==> config.mk <==
export PLATFORM = sky130hd
export DESIGN_NAME = tt_um_serial_subtractor
export DESIGN_NICKNAME = d
export VERILOG_FILES = /design/src/rtl/tt_um_serial_subtractor.sv
export SDC_FILE = /design/constraint.sdc
export NUM_CORES = 1
export LEC_CHECK = 0
export ABC_AREA = 1
export BUFFER_PORTS_ARGS = -buffer_cell sky130_fd_sc_hd__buf_4
export CAP_MARGIN = 20
export CORE_MARGIN = 2
export CORE_UTILIZATION = 25
export CTS_BUF_LIST = sky130_fd_sc_hd__clkbuf_8
export CTS_CLUSTER_SIZE = 14
export DETAILED_ROUTE_END_ITERATION = 8
export PLACE_DENSITY = 0.41
export SLEW_MARGIN = 20
export SYNTH_ARGS = -nofsm -noshare
export SYNTH_HDL_FRONTEND = slang
export SYNTH_SLANG_ARGS = --single-unit
==> constraint.sdc <==
create_clock -name clk -period 4 [get_ports clk]
set_input_delay 0 -clock clk [delete_from_list [all_inputs] [get_ports clk]]
set_output_delay 0 -clock clk [all_outputs]
set_load 0.02 [all_outputs]
==> src/rtl/tt_um_serial_subtractor.sv <==
// Bit-serial subtractor tile: byte-wide operand load, LSB-first serial
// difference through a registered borrow. Optional ADD_MODE_EN adds a per-operation add mode.
module tt_um_serial_subtractor #(
    parameter int WIDTH = 8
) (
    input  logic       clk,
    input  logic       rst_n,
    input  logic       ena,
    input  logic [7:0] ui_in,
    input  logic [7:0] uio_in,
    output logic [7:0] uo_out,
    output logic [7:0] uio_out,
    output logic [7:0] uio_oe
);

    localparam int CNT_W = (WIDTH > 1) ? $clog2(WIDTH) : 1;
    localparam logic [CNT_W-1:0] CNT_LAST = CNT_W'(WIDTH - 1);

    typedef enum logic [1:0] {
        IDLE  = 2'd0,
        SHIFT = 2'd1,
        DONE  = 2'd2
    } state_t;

    state_t state_reg, state_next;

    logic [WIDTH-1:0] a_reg, b_reg, res_reg, out_reg;
    logic [WIDTH-1:0] res_shifted;
    logic [CNT_W-1:0] cnt_reg;
    logic             br_reg, br_next, d;
    logic             busy_reg, done_reg, borrow_reg, zero_reg;
    logic             load_a, load_b, start, any_load, last_bit;
    logic             load_en, start_go, shift_en, finish_en;
    logic             a0, b0;
    logic             unused;

    assign load_a   = uio_in[0];
    assign load_b   = uio_in[1];
    assign start    = uio_in[2];
    assign any_load = load_a | load_b;
    assign last_bit = (cnt_reg == CNT_LAST);
    assign a0       = a_reg[0];
    assign b0       = b_reg[0];

    // Upper operand bits (WIDTH<8) and the spare control bits are intentionally dropped.
    assign unused = &{1'b0, ui_in, uio_in};

    // ------------------------------------------------------------------
    // FSM: state register
    // ------------------------------------------------------------------
    always_ff @(posedge clk) begin
        if (!rst_n) begin
            state_reg <= IDLE;
        end else if (ena) begin
            state_reg <= state_next;
        end
    end

    // FSM: next-state logic
    always_comb begin
        state_next = state_reg;
        case (state_reg)
            IDLE:    if (start && !any_load) state_next = SHIFT;
            SHIFT:   if (last_bit) state_next = DONE;
            DONE:    state_next = IDLE;
            default: state_next = IDLE;
        endcase
    end

    // FSM: per-state datapath controls (a load in the same cycle wins over start)
    always_comb begin
        load_en   = 1'b0;
        start_go  = 1'b0;
        shift_en  = 1'b0;
        finish_en = 1'b0;
        case (state_reg)
            IDLE: begin
                load_en  = any_load;
                start_go = start && !any_load;
            end
            SHIFT:   shift_en  = 1'b1;
            DONE:    finish_en = 1'b1;
            default: ;
        endcase
    end

    // ------------------------------------------------------------------
    // One-bit arithmetic cell
    // ------------------------------------------------------------------
    assign d = a0 ^ b0 ^ br_reg;

`ifdef ADD_MODE_EN
    logic mode_reg;

    always_comb begin
        if (mode_reg) begin
            br_next = (a0 & b0) | (br_reg & (a0 ^ b0));
        end else begin
            br_next = (~a0 & b0) | (~(a0 ^ b0) & br_reg);
        end
    end

    always_ff @(posedge clk) begin
        if (!rst_n) begin
            mode_reg <= 1'b0;
        end else if (ena && start_go) begin
            mode_reg <= uio_in[3];
        end
    end
`else
    always_comb begin
        br_next = (~a0 & b0) | (~(a0 ^ b0) & br_reg);
    end
`endif

    // New difference bit enters at the MSB so the word ends up LSB-aligned after WIDTH shifts.
    generate
        if (WIDTH == 1) begin : g_res_one
            assign res_shifted = d;
        end else begin : g_res_multi
            assign res_shifted = {d, res_reg[WIDTH-1:1]};
        end
    endgenerate

    // ------------------------------------------------------------------
    // Datapath and registered status
    // ------------------------------------------------------------------
    always_ff @(posedge clk) begin
        if (!rst_n) begin
            a_reg      <= '0;
            b_reg      <= '0;
            res_reg    <= '0;
            out_reg    <= '0;
            cnt_reg    <= '0;
            br_reg     <= 1'b0;
            busy_reg   <= 1'b0;
            done_reg   <= 1'b0;
            borrow_reg <= 1'b0;
            zero_reg   <= 1'b0;
        end else if (ena) begin
            if (load_en) begin
                if (load_a) a_reg <= ui_in[WIDTH-1:0];
                if (load_b) b_reg <= ui_in[WIDTH-1:0];
                done_reg <= 1'b0;
            end
            if (start_go) begin
                res_reg    <= '0;
                out_reg    <= '0;
                cnt_reg    <= '0;
                br_reg     <= 1'b0;
                borrow_reg <= 1'b0;
                zero_reg   <= 1'b0;
                done_reg   <= 1'b0;
            end
            if (shift_en) begin
                a_reg   <= a_reg >> 1;
                b_reg   <= b_reg >> 1;
                res_reg <= res_shifted;
                br_reg  <= br_next;
                cnt_reg <= cnt_reg + CNT_W'(1);
            end
            if (finish_en) begin
                out_reg    <= res_reg;
                borrow_reg <= br_reg;
                zero_reg   <= (res_reg == '0);
                done_reg   <= 1'b1;
            end
            // busy trails the SHIFT state by one edge so it aligns with done
            busy_reg <= (state_reg == SHIFT);
        end
    end

    // ------------------------------------------------------------------
    // Pin mapping
    // ------------------------------------------------------------------
    generate
        if (WIDTH < 8) begin : g_out_pad
            assign uo_out = {{(8 - WIDTH){1'b0}}, out_reg};
        end else begin : g_out_full
            assign uo_out = out_reg;
        end
    endgenerate

    assign uio_out = {zero_reg, borrow_reg, done_reg, busy_reg, 4'b0000};
    assign uio_oe  = 8'hF0;

endmodule

==> impl_metrics.tcl <==
set metrics [dict create \
    status "finished clean" \
    ys_ff_latch 42 \
    pwr-share-clk_pct 38.9 \
    fin_ws_ns 2.55 \
    antenna_found_initial 0 \
    leakage_nw 0.986 \
    vias 1565 \
    regToRegSetupSlack_ns 2.55 \
    finalHoldViolCount 0 \
    cp.arrival_ns 1.65 \
    setup_viol 0 \
    layout-drive-gt1-share_pct 24.1 \
    die_w_um 94.8 \
    finalClockSkew_ns 0.00940 \
    area_growth_syn_to_layout_pct 13.1 \
    synth_edf_count 0 \
    port_buffers 25 \
    worstMarginPinSlew_ns 0.852 \
    highest_layer "met4" \
    mostFrequentLayoutCell "nand2_1" \
    period_needed_ns 1.45 \
    critPathLaunchType "flop" \
    r2r_start "state_reg[0]$_SDFFE_PN0P_" \
    htree_levels 2 \
    synth_area_um2 2060 \
    fmax_mhz 689 \
    tritoncts "built" \
    hold_depth 5 \
    drt_iter0_markers 36 \
    dp_hpwl_um 2940 \
    grt_max_degree 27 \
    synthArstFlopShare_pct 0 \
    drt-total-wl_um 4250 \
    p_sw_share_pct 24.5 \
    io_pins 43 \
    cts_sinks 42 \
    critPathCaptureType "flop" \
    wl_per_cell_um 10.6 \
    ctsRootBufferMaster "clkbuf_8" \
    required_ns 4.19 \
    cts_hold_buf 0 \
    powerDensity_nw_per_um2 364 \
    fin_crit_sh_pct 36.3 \
    wl_met2_um 1950 \
    grt_util_all_layers_pct 10.2 \
    startpoint "state_reg[0]$_SDFFE_PN0P_" \
    fp-row-count 33 \
    synth_seq_area_share_pct 40.8 \
    numCtsBuffers 5 \
    wl_met1_um 2100 \
    cts.clk_slew.worst_paths_ns 0.09 \
    diodes 0 \
    grt_pass1_wl_um 7080 \
    worst_hold_path.endpoint "b_reg[5]$_SDFFE_PN0P_" \
    clk_latency_ns 0.29 \
    drv_cap 0 \
    wl_met3_um 161 \
    cts-resized-gates 0 \
    finalSetupTns_ns 0 \
    die_h_um 94.8 \
    final_cell_mix "76 x nand2_1, 42 x dfxtp_1, 39 x nor2_1" \
    irDropWorstVdd_v 0.000156 \
    place.gp.congestion 0.683 \
    ys_types 26 \
    grt_overflow 0 \
    crit_type "reg -> reg" \
    core_area_um2 8090 \
    synth.avg_cell_area_um2 7.47 \
    synthFlopType "dfxtp_1" \
    finalPower_mw 0.850 \
    grt_pass1_vias 1483 \
    maxSlewHeadroom_pct 42.8 \
    start_util_pct 25.5 \
    worstHoldStart "ui_in[5]" \
    vias_per_cell 3.92 \
    nFillCells 939 \
    syn_inst 276 \
    cts_buffer_depth 2 \
    pre_cts_ws_ns 2.47 \
    crit_fanout 15 \
    power.internal_mw 0.641 \
    cts_setup_buffers 0 \
    fin_nets 315 \
    ys_warn_count 0 \
    hp-class "in -> reg" \
    combinationalPowerShare_pct 9.8 \
    dr.pass1.iters 4 \
    ant_nets 0 \
    rsz0062_at_grt "no" \
    timing.rr.end "a_reg[3]$_SDFFE_PN0P_" \
    dieArea_um2 8990 \
    route.detailed.drc 0 \
    rr_worst_depth 7 \
    netSwitchingPower_mw 0.208 \
    slew_violations 0 \
    p_seq_share_pct 51.3 \
]
cells by family (layout without fill, tap and decap cells):
group                      after synthesis  count (layout)  synth area share (%)
AOI/OAI and AO/OA                       43              43                  12.1
adders and majority gates                3               3                  2.18
buffers and inverters                   45              53                  13.4
DFF                                     42              42                  40.8
other                                    2              12                 0.364
and+or+nand+nor                        141             141                  31.2
power groups by stage:
stage | registers (mW) | logic, mW | clock network (mW)
2_1_floorplan | 0.444 | 0.0742 | 0
3_3_place_gp | 0.445 | 0.0857 | 0
3_5_place_dp | 0.445 | 0.0855 | 0
4_1_cts | 0.436 | 0.0858 | 0.347
5_1_grt | 0.437 | 0.0961 | 0.368
6_report | 0.435 | 0.0836 | 0.331
area by class of cell:
class	count	area [um^2]	area share, %
clock inverter	3	41.3	1.77
clock buffer	5	68.8	2.95
tap	105	131	5.63
multi-input combinational	199	982	42.1
sequential	42	841	36.1
inverter	20	80.1	3.43
timing repair buffer	25	188	8.05
stage by stage:
step                      std cells  utilization, %  hold WS [ns]  area [um^2]
final                           399            28.8        0.0404         2330
after floorplan                 286               -         0.136         2100
after detailed placement        391            27.5         0.349         2220
after CTS                       399            28.8        0.0404         2330
after global routing            399            28.8        0.0475         2330
after global placement          391            27.5         0.349         2220
synthesized netlist by cell type (2+ instances only):
library cell / n / area share [%]
inv_2: 4 / 0.73
a21oi_2: 8 / 3.4
nor2_4: 8 / 4.4
conb_1: 2 / 0.36
buf_4: 17 / 6.2
inv_4: 2 / 0.61
o21ai_1: 7 / 1.7
a21oi_1: 19 / 4.6
ha_1: 2 / 1.2
o21ai_0: 8 / 1.9
nand2_1: 76 / 14
nand3_1: 2 / 0.49
buf_6: 5 / 2.7
nand2_2: 13 / 3.9
inv_1: 13 / 2.4
nor2_1: 39 / 7.1
dfxtp_1: 42 / 41
layer usage:
metal,GRT usage [%],vias to the layer above
li1,-,856
met3,2.55,4
met2,16.9,20
met4,3.26,0
met1,13.0,685
met5,0,-
how the worst max path moves through the flow:
stage | slack [ns] | to
2_1_floorplan | 2.73 | res_reg[7]$_SDFFE_PN0P_
3_3_place_gp | 2.47 | a_reg[3]$_SDFFE_PN0P_
3_5_place_dp | 2.47 | a_reg[3]$_SDFFE_PN0P_
4_1_cts | 2.48 | a_reg[3]$_SDFFE_PN0P_
5_1_grt | 2.36 | a_reg[5]$_SDFFE_PN0P_
6_report | 2.55 | a_reg[3]$_SDFFE_PN0P_
worst max-delay path: stages, from the launching register on:
cell and delay [ns]:
dfxtp_1 0.36, inv_2 0.07, nor2_4 0.24, nand2_2 0.15
inv_4 0.21, nor2_4 0.13, nor2_1 0.13, nor2_1 0.05
Power figures use the tool's default switching activity.
